$ cat src/rtl/seg7_scan_mux_if.sv
// rtl/seg7_scan_mux_if.sv - producer-to-display bundle for the four-digit scan multiplexer
interface seg7_scan_mux_if;
  logic        en;
  logic [15:0] digits;
  logic [3:0]  dp;
  logic        blank_lz;
  logic [3:0]  bcd;
  logic [3:0]  anode_n;
  logic        dp_n;
  logic        frame_tick;

  // Producer side: drives digits and controls, observes the display drive.
  modport master (
    output en, digits, dp, blank_lz,
    input  bcd, anode_n, dp_n, frame_tick
  );

  // Scanner side.
  modport slave (
    input  en, digits, dp, blank_lz,
    output bcd, anode_n, dp_n, frame_tick
  );
endinterface

$ cat src/rtl/seg7_scan_mux.sv
// rtl/seg7_scan_mux.sv - four-digit time-multiplexed 7-segment scanner with guard time and blanking
module seg7_scan_mux #(
  parameter int DIV   = 50000,
  parameter int GUARD = 4
) (
  input  logic           clk,
  input  logic           rst_n,
  seg7_scan_mux_if.slave bus
);

  localparam int            CW      = $clog2(DIV);
  localparam logic [CW-1:0] CNT_MAX = CW'(DIV - 1);
  localparam logic [CW-1:0] GUARD_C = CW'(GUARD);

  logic [CW-1:0] cnt, cnt_nxt;
  logic [1:0]    slot, slot_nxt;
  logic [15:0]   sh_dig, sh_dig_nxt;
  logic [3:0]    sh_dp, sh_dp_nxt;
  logic          sh_blz, sh_blz_nxt;
  logic          load_pend, load_pend_nxt;
  logic          load;

  logic [3:0]    sd;
  logic [3:0]    zero;
  logic          lead_zero;
  logic          lit;
  logic [3:0]    bcd_nxt;
  logic [3:0]    anode_nxt;
  logic          dp_n_nxt;

  // Next scan position and shadow contents; shadow only changes on a load edge.
  always_comb begin
    load          = bus.en && (load_pend || (slot == 2'd3 && cnt == CNT_MAX));
    cnt_nxt       = cnt;
    slot_nxt      = slot;
    sh_dig_nxt    = sh_dig;
    sh_dp_nxt     = sh_dp;
    sh_blz_nxt    = sh_blz;
    load_pend_nxt = load_pend;
    if (bus.en) begin
      if (cnt == CNT_MAX) begin
        cnt_nxt  = '0;
        slot_nxt = slot + 2'd1;
      end else begin
        cnt_nxt = cnt + CW'(1);
      end
    end
    if (load) begin
      sh_dig_nxt    = bus.digits;
      sh_dp_nxt     = bus.dp;
      sh_blz_nxt    = bus.blank_lz;
      load_pend_nxt = 1'b0;
    end
  end

  // Display drive for the state being entered, so the output flops track it cycle for cycle.
  always_comb begin
    sd = 4'd0;
    case (slot_nxt)
      2'd0:    sd = sh_dig_nxt[3:0];
      2'd1:    sd = sh_dig_nxt[7:4];
      2'd2:    sd = sh_dig_nxt[11:8];
      default: sd = sh_dig_nxt[15:12];
    endcase
    zero[0] = (sh_dig_nxt[3:0]   == 4'd0) && !sh_dp_nxt[0];
    zero[1] = (sh_dig_nxt[7:4]   == 4'd0) && !sh_dp_nxt[1];
    zero[2] = (sh_dig_nxt[11:8]  == 4'd0) && !sh_dp_nxt[2];
    zero[3] = (sh_dig_nxt[15:12] == 4'd0) && !sh_dp_nxt[3];
    // Digit 0 is never suppressed so an all-zero value still shows "0".
    lead_zero = 1'b0;
    case (slot_nxt)
      2'd1:    lead_zero = &zero[3:1];
      2'd2:    lead_zero = &zero[3:2];
      2'd3:    lead_zero = zero[3];
      default: lead_zero = 1'b0;
    endcase
    lit       = bus.en && (cnt_nxt >= GUARD_C) && (sd <= 4'd9) && !(sh_blz_nxt && lead_zero);
    bcd_nxt   = sd;
    anode_nxt = 4'hF;
    dp_n_nxt  = 1'b1;
    if (lit) begin
      anode_nxt = ~(4'b0001 << slot_nxt);
      dp_n_nxt  = ~sh_dp_nxt[slot_nxt];
    end
  end

  // Scan state, shadow register and registered display outputs.
  always_ff @(posedge clk or negedge rst_n) begin
    if (!rst_n) begin
      cnt            <= '0;
      slot           <= 2'd0;
      sh_dig         <= 16'd0;
      sh_dp          <= 4'd0;
      sh_blz         <= 1'b0;
      load_pend      <= 1'b1;
      bus.bcd        <= 4'd0;
      bus.anode_n    <= 4'hF;
      bus.dp_n       <= 1'b1;
      bus.frame_tick <= 1'b0;
    end else begin
      cnt            <= cnt_nxt;
      slot           <= slot_nxt;
      sh_dig         <= sh_dig_nxt;
      sh_dp          <= sh_dp_nxt;
      sh_blz         <= sh_blz_nxt;
      load_pend      <= load_pend_nxt;
      bus.bcd        <= bcd_nxt;
      bus.anode_n    <= anode_nxt;
      bus.dp_n       <= dp_n_nxt;
      bus.frame_tick <= load;
    end
  end

endmodule

$ cat src/flat_wrapper.sv
// flat-port wrapper written by rule: the top's interface ports become plain ports
module seg7_scan_mux_flat 
#(
  parameter int DIV   = 50000,
  parameter int GUARD = 4
)
  (clk, rst_n, bus_en, bus_digits, bus_dp, bus_blank_lz, bus_bcd, bus_anode_n, bus_dp_n, bus_frame_tick);
  seg7_scan_mux_if bus_i ();
  input  logic clk;
  input  logic rst_n;
  input wire logic [$bits(bus_i.en)-1:0] bus_en;
  input wire logic [$bits(bus_i.digits)-1:0] bus_digits;
  input wire logic [$bits(bus_i.dp)-1:0] bus_dp;
  input wire logic [$bits(bus_i.blank_lz)-1:0] bus_blank_lz;
  output wire logic [$bits(bus_i.bcd)-1:0] bus_bcd;
  output wire logic [$bits(bus_i.anode_n)-1:0] bus_anode_n;
  output wire logic [$bits(bus_i.dp_n)-1:0] bus_dp_n;
  output wire logic [$bits(bus_i.frame_tick)-1:0] bus_frame_tick;
  assign bus_i.en = bus_en;
  assign bus_i.digits = bus_digits;
  assign bus_i.dp = bus_dp;
  assign bus_i.blank_lz = bus_blank_lz;
  assign bus_bcd = bus_i.bcd;
  assign bus_anode_n = bus_i.anode_n;
  assign bus_dp_n = bus_i.dp_n;
  assign bus_frame_tick = bus_i.frame_tick;
  seg7_scan_mux #(.DIV(DIV), .GUARD(GUARD)) u_core (.clk(clk), .rst_n(rst_n), .bus(bus_i));
endmodule
$ cat config.mk
export PLATFORM = sky130hd
export DESIGN_NAME = seg7_scan_mux_flat
export DESIGN_NICKNAME = d
export VERILOG_FILES = /design/src/rtl/seg7_scan_mux_if.sv /design/src/rtl/seg7_scan_mux.sv /design/src/flat_wrapper.sv
export SDC_FILE = /design/constraint.sdc
export NUM_CORES = 1
export LEC_CHECK = 0
export CORE_MARGIN = 10
export CORE_UTILIZATION = 25
export CTS_BUF_LIST = sky130_fd_sc_hd__clkbuf_8
export CTS_CLUSTER_SIZE = 24
export DETAILED_ROUTE_END_ITERATION = 7
export SYNTH_ARGS = -nofsm -noshare
export SYNTH_HDL_FRONTEND = slang
export SYNTH_SLANG_ARGS = --single-unit
$ cat constraint.sdc
create_clock -name clk -period 3.1 [get_ports clk]
set_input_delay 0.62 -clock clk [delete_from_list [all_inputs] [get_ports clk]]
set_output_delay 0.62 -clock clk [all_outputs]
set_load 0.02 [all_outputs]
==> results_dict.tcl <==
set metrics [dict create \
    1st_iter_drt_viols 119 \
    final_core_util 0.348 \
    dr_total_vias 1839 \
    ff2ff_setup_slack_ns 0.28 \
    post_drt_via_cell_ratio 4.43 \
    synth_seq_area_share 0.517 \
    finalSetupViolCount 0 \
    initial_utilization 0.260 \
    row_count 35 \
    most_used_dff_post_synth "sky130_fd_sc_hd__dfrtp_1" \
    worstMarginPinSlew_ns 0.628 \
    numPlacedInstances 408 \
    intPower_uw 1070 \
    global_route.usage.met3 0.0324 \
    worstHoldPathType "primary input to async pin" \
    relSlewSlack 0.581 \
    grt_first_pass_wirelength_um 9760 \
    drc 0 \
    critPathArrivalTime_ns 3.18 \
    ctsLongestPathBuffers 2 \
    numPortBuffers 33 \
    power_switching_share 0.269 \
    timing.clock.skew_ns 0.00679 \
    drt.antenna.violating_nets 0 \
    area.growth.synth_to_final_pct 34.1 \
    cp_slowest_stage_delay_ns 0.48 \
    cts_made_buffers 5 \
    number_of_standard_cells_in_the_final_layout_excluding_fillers 415 \
    sink_count 50 \
    final_max_slew_viol_count 0 \
    report.final.hold_viol_count 0 \
    layout-drive-gt1-share 0.248 \
    cts.hold.buffers_added 0 \
    worstPathMaxFanout 8 \
    max_cap_viol_count 0 \
    synth_seq_cells 50 \
    floorplan.die_area_mm2 0.0141 \
    endpoint_kind "flop" \
    yosys.cell_types.count 45 \
    globalRouteMet1Util 0.103 \
    die_x_um 119 \
    cp.required_ns 3.35 \
    worst_reg2reg_path_depth 9 \
    critPathLaunchType "primary input" \
    ys_top_cells_by_count "sky130_fd_sc_hd__dfrtp_1 (44), sky130_fd_sc_hd__nor2_1 (28), sky130_fd_sc_hd__mux2_2 (17), sky130_fd_sc_hd__xnor2_1 (13), sky130_fd_sc_hd__nand2_1 (10)" \
    synth.area.top_cells "sky130_fd_sc_hd__dfrtp_1 (45%), sky130_fd_sc_hd__mux2_2 (7.9%), sky130_fd_sc_hd__dfstp_2 (6.5%)" \
    die-height_um 119 \
    antenna_cells_inserted 0 \
    postCtsResizedCells 0 \
    gr-usage-all-layers 0.0839 \
    power.combinational.fraction 0.161 \
    place.gp.congestion 0.877 \
    postSynth.asyncResetShare 1.00 \
    maximum_number_of_pins_on_one_net_before_global_route_repair 51 \
    irDropWorstVdd_mv 0.160 \
    yosysTopAreaCell "sky130_fd_sc_hd__dfrtp_1" \
    clock_power_share 0.312 \
    gr-total-overflow 0 \
    post_synth_edffs 0 \
    rsz_0062_raised_after_global_routing "no" \
    cts.clk_slew.worst_paths_ns 0.09 \
    finalCritPeriodShare 0.945 \
    cp_cell_sequence "clkdlybuf4s50_1 > buf_4 > nand3_1 > nor2_1 > and3_1 > mux2_2 > o21ai_0 > or4b_1 > o21ai_0 > buf_4 > or3b_1" \
    dpl.hpwl_um 4410 \
    synth_top_cell_area_share 0.452 \
    yosys_warnings 0 \
    antenna_violations_before_repair 0 \
    synthesis.instances 221 \
    run_status "complete, no violations" \
    synth_fp_nets 247 \
    syn-mean-instance-area_um2 11.0 \
    cts_tree "yes" \
    grt_most_used_layer "met2" \
    fp.coreArea_mm2 0.00937 \
    first_global_vias 2001 \
    post_cts_buffers 0 \
    num_io_pins 34 \
    nets 312 \
    cts-htree-levels 2 \
    worst-setup-path-type "primary input to flop" \
    routedWlPerCell_um 13.8 \
    critical_path.slowest_cell "sky130_fd_sc_hd__clkdlybuf4s50_1" \
    portion_of_total_power_attributed_to_sequential_cells 0.527 \
    synth.cell_area_mm2 0.00243 \
    final_period_minus_worst_setup_slack_ns 2.93 \
    clock.fmax_ghz 0.341 \
    insertion_delay_to_the_later_sink_of_the_worst_skew_pair_ns 0.31 \
    power_switching_uw 393 \
    post-synth-top-count-cell "sky130_fd_sc_hd__dfrtp_1" \
    grtUsageMet2 0.136 \
    power_per_cell_area_mw_per_mm2 447 \
    dr.pass1.iters 4 \
    timing.rr.end "u_core.bus.anode_n[2]" \
    wl_um 5740 \
    worst_r2r_startpoint "u_core.cnt[10]" \
    cellLeakagePower_uw 0.00151 \
    holdWs_ns 0.411 \
    clock_tree.root_cell "sky130_fd_sc_hd__clkbuf_8" \
    layout.filler_cells 982 \
]
-- flip-flops by register name (all words and copies together) (netlist names) --
name and cells:
u_core.bus.anode_n 4, u_core.bus.dp_n 1, u_core.slot 2, u_core.sh_blz 1, u_core.sh_dp 4, u_core.sh_dig 16
u_core.bus.frame_tick 1, u_core.cnt 16, u_core.bus.bcd 4, u_core.load_pend 1
-- metrics by stage --
stage / total power, µW / TNS (ns) / setup slack [ns] / area, µm²
after floorplan: 903 / 0 / 0.143 / 2430
after global placement: 1010 / -0.648 / -0.139 / 3140
after detailed placement: 1020 / -0.737 / -0.179 / 3140
after CTS: 1480 / 0 / 0.0761 / 3240
after global routing: 1550 / 0 / 0.00432 / 3260
final: 1460 / 0 / 0.170 / 3260
-- power by group through the flow --
stage / clock network [µW] / registers [µW] / logic (µW)
CTS: 474 / 768 / 240
global route: 500 / 781 / 269
global placement: 0 / 778 / 231
finish: 455 / 770 / 235
detailed placement: 0 / 779 / 240
floorplan: 0 / 763 / 140
-- cell families after synthesis --
logic type / count (synthesis) / synth area share
simple gates: 83 / 0.188
flops: 50 / 0.517
mux: 27 / 0.120
compound gates: 23 / 0.0627
xor+xnor: 19 / 0.0684
buf+inv: 17 / 0.0329
fa+ha+maj: 2 / 0.0103
-- placed cells by master (no fill, tap or decap), types with 2 or more instances in the layout --
cell                              instances
sky130_fd_sc_hd__dfrtp_1                 44
sky130_fd_sc_hd__clkdlybuf4s50_1         32
sky130_fd_sc_hd__buf_4                   32
sky130_fd_sc_hd__nor2_1                  28
sky130_fd_sc_hd__mux2_2                  17
sky130_fd_sc_hd__xnor2_1                 12
sky130_fd_sc_hd__nand2_1                 10
sky130_fd_sc_hd__nor3_1                   9
sky130_fd_sc_hd__mux2i_1                  8
sky130_fd_sc_hd__nand3_1                  7
sky130_fd_sc_hd__inv_1                    7
sky130_fd_sc_hd__xor2_1                   6
sky130_fd_sc_hd__o21ai_0                  6
sky130_fd_sc_hd__dfstp_2                  6
sky130_fd_sc_hd__nand4_1                  5
sky130_fd_sc_hd__a31oi_1                  5
sky130_fd_sc_hd__clkbuf_8                 5
sky130_fd_sc_hd__o22ai_1                  4
sky130_fd_sc_hd__or4_1                    4
sky130_fd_sc_hd__nand4b_1                 2
sky130_fd_sc_hd__or3_1                    2
sky130_fd_sc_hd__nor4_1                   2
sky130_fd_sc_hd__and2_1                   2
sky130_fd_sc_hd__or4b_1                   2
sky130_fd_sc_hd__ha_1                     2
-- layout make-up --
class | instances | area [µm²] | share of cell area
flip-flops and latches | 50 | 1260 | 0.386
multi-input cells | 154 | 1110 | 0.342
repair buffers | 66 | 586 | 0.179
well taps | 129 | 161 | 0.0495
clock buffers | 5 | 68.8 | 0.0211
clock inverters | 2 | 38.8 | 0.0119
inverters | 9 | 35.0 | 0.0107
-- worst max-delay path, delay by kind of cell --
kind                   cells  cell delay (ns)
buffers and inverters      3             0.82
and+or+nand+nor            5             1.00
muxes                      1             0.33
AOI/OAI and AO/OA          2             0.40
-- worst max-delay path by stage --
stage                             to  cells past startpoint      startpoint
5_1_grt        u_core.bus.anode_n[1]                     11          bus_en
4_1_cts        u_core.bus.anode_n[1]                      9  u_core.cnt[10]
2_1_floorplan  u_core.bus.anode_n[3]                      9          bus_en
6_report             u_core.bus.dp_n                     11          bus_en
3_5_place_dp   u_core.bus.anode_n[1]                     10          bus_en
3_3_place_gp         u_core.bus.dp_n                     11          bus_en
-- layer usage --
layer | wire length, µm | share of wire
met5 | 0 | 0
met4 | 49 | 0.0085
met3 | 320 | 0.056
met2 | 2750 | 0.48
met1 | 2620 | 0.46
Note: power is estimated with default switching activity, not from simulation.
